$ cat src/rtl/hazard_sched.sv
// hazard_sched: pipeline hazard unit with data-memory wait scheduler.
// Resolves RAW hazards by forwarding/stalling and holds the whole pipeline
// while a variable-latency data memory access is outstanding.
// Build option: define HAZARD_FWD_EN to enable operand forwarding, load-use
// and branch stall detection; otherwise every D-stage RAW dependency on E or M
// stalls and all forward selects stay at the register file.
module hazard_sched #(
  parameter int unsigned MEM_TIMEOUT = 255
) (
  input  logic       clk,
  input  logic       reset,
  input  logic [4:0] rs_d,
  input  logic [4:0] rt_d,
  input  logic [4:0] rs_e,
  input  logic [4:0] rt_e,
  input  logic [4:0] writereg_e,
  input  logic [4:0] writereg_m,
  input  logic [4:0] writereg_w,
  input  logic       regwrite_e,
  input  logic       regwrite_m,
  input  logic       regwrite_w,
  input  logic       memtoreg_e,
  input  logic       memtoreg_m,
  input  logic       branch_d,
  input  logic       pcsrc_d,
  input  logic       memaccess_m,
  input  logic       dmem_ack,
  output logic       stall_f,
  output logic       stall_d,
  output logic       stall_e,
  output logic       stall_m,
  output logic       flush_d,
  output logic       flush_e,
  output logic       flush_w,
  output logic [1:0] forwarda_e,
  output logic [1:0] forwardb_e,
  output logic       forwarda_d,
  output logic       forwardb_d,
  output logic       dmem_req,
  output logic       mem_busy,
  output logic       timeout_err
);

  typedef enum logic [1:0] {
    ST_IDLE = 2'd0,
    ST_WAIT = 2'd1,
    ST_DONE = 2'd2
  } mem_state_t;

  // Counter value seen during the last permitted WAIT cycle.
  localparam logic [7:0] TIMEOUT_LAST = 8'(MEM_TIMEOUT - 1);

  mem_state_t state_q, state_d;
  logic [7:0] cnt_q, cnt_d;
  logic       timeout_err_q, timeout_err_d;
  logic       busy_raw;

  // A producer matches a consumer only for a nonzero register it really writes.
  function automatic logic reg_match(input logic [4:0] src, input logic [4:0] dst,
                                     input logic we);
    return we && (src != 5'd0) && (src == dst);
  endfunction

  logic e_match_rs_d, e_match_rt_d;
  logic m_match_rs_d, m_match_rt_d;
  logic m_match_rs_e, m_match_rt_e;
  logic w_match_rs_e, w_match_rt_e;

  assign e_match_rs_d = reg_match(rs_d, writereg_e, regwrite_e);
  assign e_match_rt_d = reg_match(rt_d, writereg_e, regwrite_e);
  assign m_match_rs_d = reg_match(rs_d, writereg_m, regwrite_m);
  assign m_match_rt_d = reg_match(rt_d, writereg_m, regwrite_m);
  assign m_match_rs_e = reg_match(rs_e, writereg_m, regwrite_m);
  assign m_match_rt_e = reg_match(rt_e, writereg_m, regwrite_m);
  assign w_match_rs_e = reg_match(rs_e, writereg_w, regwrite_w);
  assign w_match_rt_e = reg_match(rt_e, writereg_w, regwrite_w);

  // Raw hazard decisions before reset/memory gating.
  logic       hazard_stall;
  logic [1:0] fwd_a_e_raw, fwd_b_e_raw;
  logic       fwd_a_d_raw, fwd_b_d_raw;

`ifdef HAZARD_FWD_EN
  logic lwstall, brstall;

  // E-stage operand select: the younger M result wins over W.
  always_comb begin
    fwd_a_e_raw = 2'b00;
    fwd_b_e_raw = 2'b00;
    if (m_match_rs_e)      fwd_a_e_raw = 2'b10;
    else if (w_match_rs_e) fwd_a_e_raw = 2'b01;
    if (m_match_rt_e)      fwd_b_e_raw = 2'b10;
    else if (w_match_rt_e) fwd_b_e_raw = 2'b01;
  end

  assign fwd_a_d_raw = m_match_rs_d;
  assign fwd_b_d_raw = m_match_rt_d;

  // A load in E cannot forward its data in time to the instruction in D.
  assign lwstall = memtoreg_e && (rt_e != 5'd0) && ((rt_e == rs_d) || (rt_e == rt_d));

  // The branch compares in D, so it waits for an E producer or an M load.
  assign brstall = branch_d &&
                   (e_match_rs_d || e_match_rt_d ||
                    (memtoreg_m && (m_match_rs_d || m_match_rt_d)));

  assign hazard_stall = lwstall || brstall;
`else
  // Without forwarding any E or M producer of a D source must drain first;
  // W producers are safe because the register file writes early in the cycle.
  assign fwd_a_e_raw  = 2'b00;
  assign fwd_b_e_raw  = 2'b00;
  assign fwd_a_d_raw  = 1'b0;
  assign fwd_b_d_raw  = 1'b0;
  assign hazard_stall = e_match_rs_d || e_match_rt_d || m_match_rs_d || m_match_rt_d;

  // Inputs only meaningful when forwarding is built in.
  logic unused_fwd_inputs;
  assign unused_fwd_inputs = ^{memtoreg_e, memtoreg_m, branch_d,
                               m_match_rs_e, m_match_rt_e, w_match_rs_e, w_match_rt_e};
`endif

  // Memory FSM state, wait counter and sticky timeout flag.
  always_ff @(posedge clk) begin
    if (reset) begin
      state_q       <= ST_IDLE;
      cnt_q         <= 8'd0;
      timeout_err_q <= 1'b0;
    end else begin
      state_q       <= state_d;
      cnt_q         <= cnt_d;
      timeout_err_q <= timeout_err_d;
    end
  end

  // Memory FSM next state; acks outside WAIT are ignored, ack beats timeout.
  always_comb begin
    state_d       = state_q;
    cnt_d         = cnt_q;
    timeout_err_d = timeout_err_q;
    busy_raw      = 1'b0;
    case (state_q)
      ST_IDLE: begin
        if (memaccess_m) begin
          busy_raw = 1'b1;
          state_d  = ST_WAIT;
          cnt_d    = 8'd0;
        end
      end
      ST_WAIT: begin
        busy_raw = 1'b1;
        if (dmem_ack) begin
          state_d = ST_DONE;
        end else begin
          cnt_d = cnt_q + 8'd1;
          if (cnt_q == TIMEOUT_LAST) begin
            state_d       = ST_DONE;
            timeout_err_d = 1'b1;
          end
        end
      end
      ST_DONE: begin
        // One cycle for the pipeline to advance past the finished access.
        state_d = ST_IDLE;
      end
      default: begin
        state_d = ST_IDLE;
      end
    endcase
  end

  // Pipeline controls: memory hold overrides hazard stalls and flushes.
  always_comb begin
    stall_f    = 1'b0;
    stall_d    = 1'b0;
    stall_e    = 1'b0;
    stall_m    = 1'b0;
    flush_d    = 1'b0;
    flush_e    = 1'b0;
    flush_w    = 1'b0;
    forwarda_e = 2'b00;
    forwardb_e = 2'b00;
    forwarda_d = 1'b0;
    forwardb_d = 1'b0;
    dmem_req   = 1'b0;
    mem_busy   = 1'b0;
    if (!reset) begin
      forwarda_e = fwd_a_e_raw;
      forwardb_e = fwd_b_e_raw;
      forwarda_d = fwd_a_d_raw;
      forwardb_d = fwd_b_d_raw;
      dmem_req   = busy_raw;
      mem_busy   = busy_raw;
      if (busy_raw) begin
        stall_f = 1'b1;
        stall_d = 1'b1;
        stall_e = 1'b1;
        stall_m = 1'b1;
        flush_w = 1'b1;
      end else begin
        stall_f = hazard_stall;
        stall_d = hazard_stall;
        flush_e = hazard_stall;
        flush_d = pcsrc_d && !hazard_stall;
      end
    end
  end

  assign timeout_err = timeout_err_q;

endmodule

$ cat config.mk
export PLATFORM = sky130hd
export DESIGN_NAME = hazard_sched
export DESIGN_NICKNAME = d
export VERILOG_FILES = /design/src/rtl/hazard_sched.sv
export SDC_FILE = /design/constraint.sdc
export NUM_CORES = 1
export LEC_CHECK = 0
export CORE_ASPECT_RATIO = 0.8
export CORE_MARGIN = 5
export CORE_UTILIZATION = 38
export DETAILED_ROUTE_END_ITERATION = 10
export PLACE_DENSITY_LB_ADDON = 0.08
export REMOVE_ABC_BUFFERS = 1
export SLEW_MARGIN = 20
export SYNTH_ARGS = -nofsm -noshare
export SYNTH_HDL_FRONTEND = slang
export SYNTH_SLANG_ARGS = --single-unit
$ cat constraint.sdc
create_clock -name clk -period 3.4 [get_ports clk]
set_input_delay 0.68 -clock clk [delete_from_list [all_inputs] [get_ports clk]]
set_output_delay 0.68 -clock clk [all_outputs]
set_load 0.05 [all_outputs]
==> run metrics <==
status=completed; first-pass GRT wire length=3710 um; row cnt=15; met3 usage=7.31%; hpwl dp=1900 um; worst-path maximum fanout=3; CP top delay family=buffers and inverters; simple-gate share of the synthesized area=27.4%; Worst-Skew Late Latency=0.27 ns; Vias/cell=4.92; Starting Density=40.7%; worst slack, placed=0.271 ns; fin nets=197; TritonCTS buffer count=3; relative slew slack=66.7%; final setup violation count=0; CP Capture Type=output port; initial antenna violation count=0; final WL=2210 um; final period utilization=92.2%; DIE AREA=0.00345 mm^2; largest area contributor in the netlist=dfxtp_1; max-cap viol count=0; drt wl/cell=12.8 um; met2 Use GR=22.8%; Synth Instances=114; final antenna-violating net count=0; worst hold slack=0.488 ns; Post-CTS Hold Fix Bufs=0; fin area=0.00135 mm^2; vias in the first global route=872; final setup TNS=0 ns; Post-synth EDFFs=0; GP Congestion=0.782; IO Port Bufs=36; master of the slowest instance on the critical path=clkdlybuf4s50_1; Hold Crit Class=reg2reg; Worst Setup Start Kind=input pin; Synth Register Bits=11; Compound-Gate Fraction of Synth Area=9.31%; grt total ovfl=0; Max VDD drop=0.000168 V; clock sinks=11; P_leak=0.487 nW; Power Density=292 mW/mm^2; main combinational cell family by area after synthesis=simple AND/OR/NAND/NOR gates; average cell area after synthesis=7.90 um^2; critical-path cell list=clkdlybuf4s50_1 -> xnor2_1 -> nand4_1 -> o22ai_1 -> a22oi_1 -> a21oi_1 -> buf_12; met1 Usage GRT=16.7%; die width=64.4 um; Min Clock Period, post-route=3.13 ns; ys async rst share=0%; io pins=62; Die Span Y=53.6 um; Global Route Usage Sum=13.9%; largest net degree at the start of global routing=11; post-CTS setup buffer count=0; share of layout cells above drive strength 1=12.2%; Worst Path Buf+Inv=2; f_max=319 MHz; crit path kind=in2out; worst path required time=2.72 ns; Final Skew=0.000502 ns; DRC violations left=0; Power Total=0.393 mW; max-slew violations=0; most common flop cell mapped by yosys=dfxtp_1; synth cell count leaders=23 x xnor2_1, 18 x nor2_1, 12 x buf_4, 11 x dfxtp_1, 9 x nand2_1; mux cell area share after synthesis=0%; count leader, synth=xnor2_1; Synth Area in XOR/XNOR=25.3%; setup ws final=0.266 ns; Placed Cells=169; Post-Layout Cell Count=173; CTS tree=built; H-tree levels=1; ranking of synthesized cells by area=dfxtp_1 24%, xnor2_1 22%, buf_4 10%; Root Buffer=clkbuf_4; Critical Path Max Stage Delay=0.54 ns; Clock Pin Slew Worst Setup and Hold Paths=0.07 ns; Synth Area in Adders=2.78%; Max clock buf depth=2; yosys warns=0; drt first pass iters=4; Tightest Pin Transition=0.497 ns; n_diodes=0; grt peak-use layer=met2; Resized cells post-CTS=0; vias after detailed routing=851; RSZ-0062 raised after global routing=false; Detailed Route Iter0 Violations=34; Util after Layout=60.7%; Synth cell types=26; sequential area share after synthesis=24.4%; post-synthesis to final-layout area growth=49.3%; post-synth top area share=24.4%; Post-DP Area=0.00132 mm^2; area of the core=0.00221 mm^2; Mapped Area=901 um^2; final hold vios=0; Data arrival, critical path=2.45 ns
-- cells by family after synthesis --
logic type | Yosys count
other | 1
buffers and inverters | 13
flip-flops | 11
adder cells (fa/ha/maj) | 2
AO/OA/AOI/OAI | 12
XOR/XNOR | 26
AND/OR/NAND/NOR | 49
-- area by class of cell --
class,count,area [um^2]
fillers,202,870
multi-input cells,95,606
repair buffers,37,458
flip-flops and latches,11,220
well taps,25,31.3
clock buffers,4,26.3
inverters,1,3.75
-- placed cells by master, fill, tap and decap left out, drive strengths merged --
cell type / instances
o31a: 1
nor3: 6
buf: 10
nand2b: 3
or2: 1
ha: 2
dfxtp: 11
nand2: 9
a21oi: 4
nand3: 2
xor2: 3
and3: 3
a211oi: 2
conb: 6
clkdlybuf4s50: 27
clkbuf: 4
xnor2: 23
o22ai: 2
inv: 1
nor2: 18
a21o: 1
o21bai: 1
nand4: 7
a22oi: 1
-- metal layers --
layer	vias to the layer above	wire (um)
met2	31	1010
met3	2	193
met4	0	5
li1	437	-
met1	381	1000
met5	-	0
-- worst register-to-register path: stages, from the launching register on --
cell and delay [ns]:
dfxtp_1 0.41, nand2b_1 0.13, a211oi_2 0.31, and3_1 0.21
xnor2_1 0.12, nor2_1 0.05
-- state kept, by name, indices dropped and copies added, names as in the netlist --
| name | count |
|---|---|
| cnt_q | 8 |
| state_q | 2 |
| timeout_err | 1 |
-- power breakdown --
| part | internal (mW) | switching [mW] | total (mW) |
|---|---|---|---|
| combinational | 0.0808 | 0.0872 | 0.168 |
| clock | 0.0455 | 0.0457 | 0.0911 |
| sequential | 0.131 | 0.00293 | 0.134 |
| total | 0.257 | 0.136 | 0.393 |
-- worst paths after layout --
check / start / endpoint / slack (ns) / cells after the start
worst max-delay path: rs_d[3] / stall_f / 0.27 / 7
worst min-delay path: timeout_err / timeout_err / 0.49 / 2
worst max register to register: state_q[0] / cnt_q[5] / 2.05 / 5
worst min register to register: timeout_err / timeout_err / 0.49 / 2
Power figures use the tool's default switching activity.
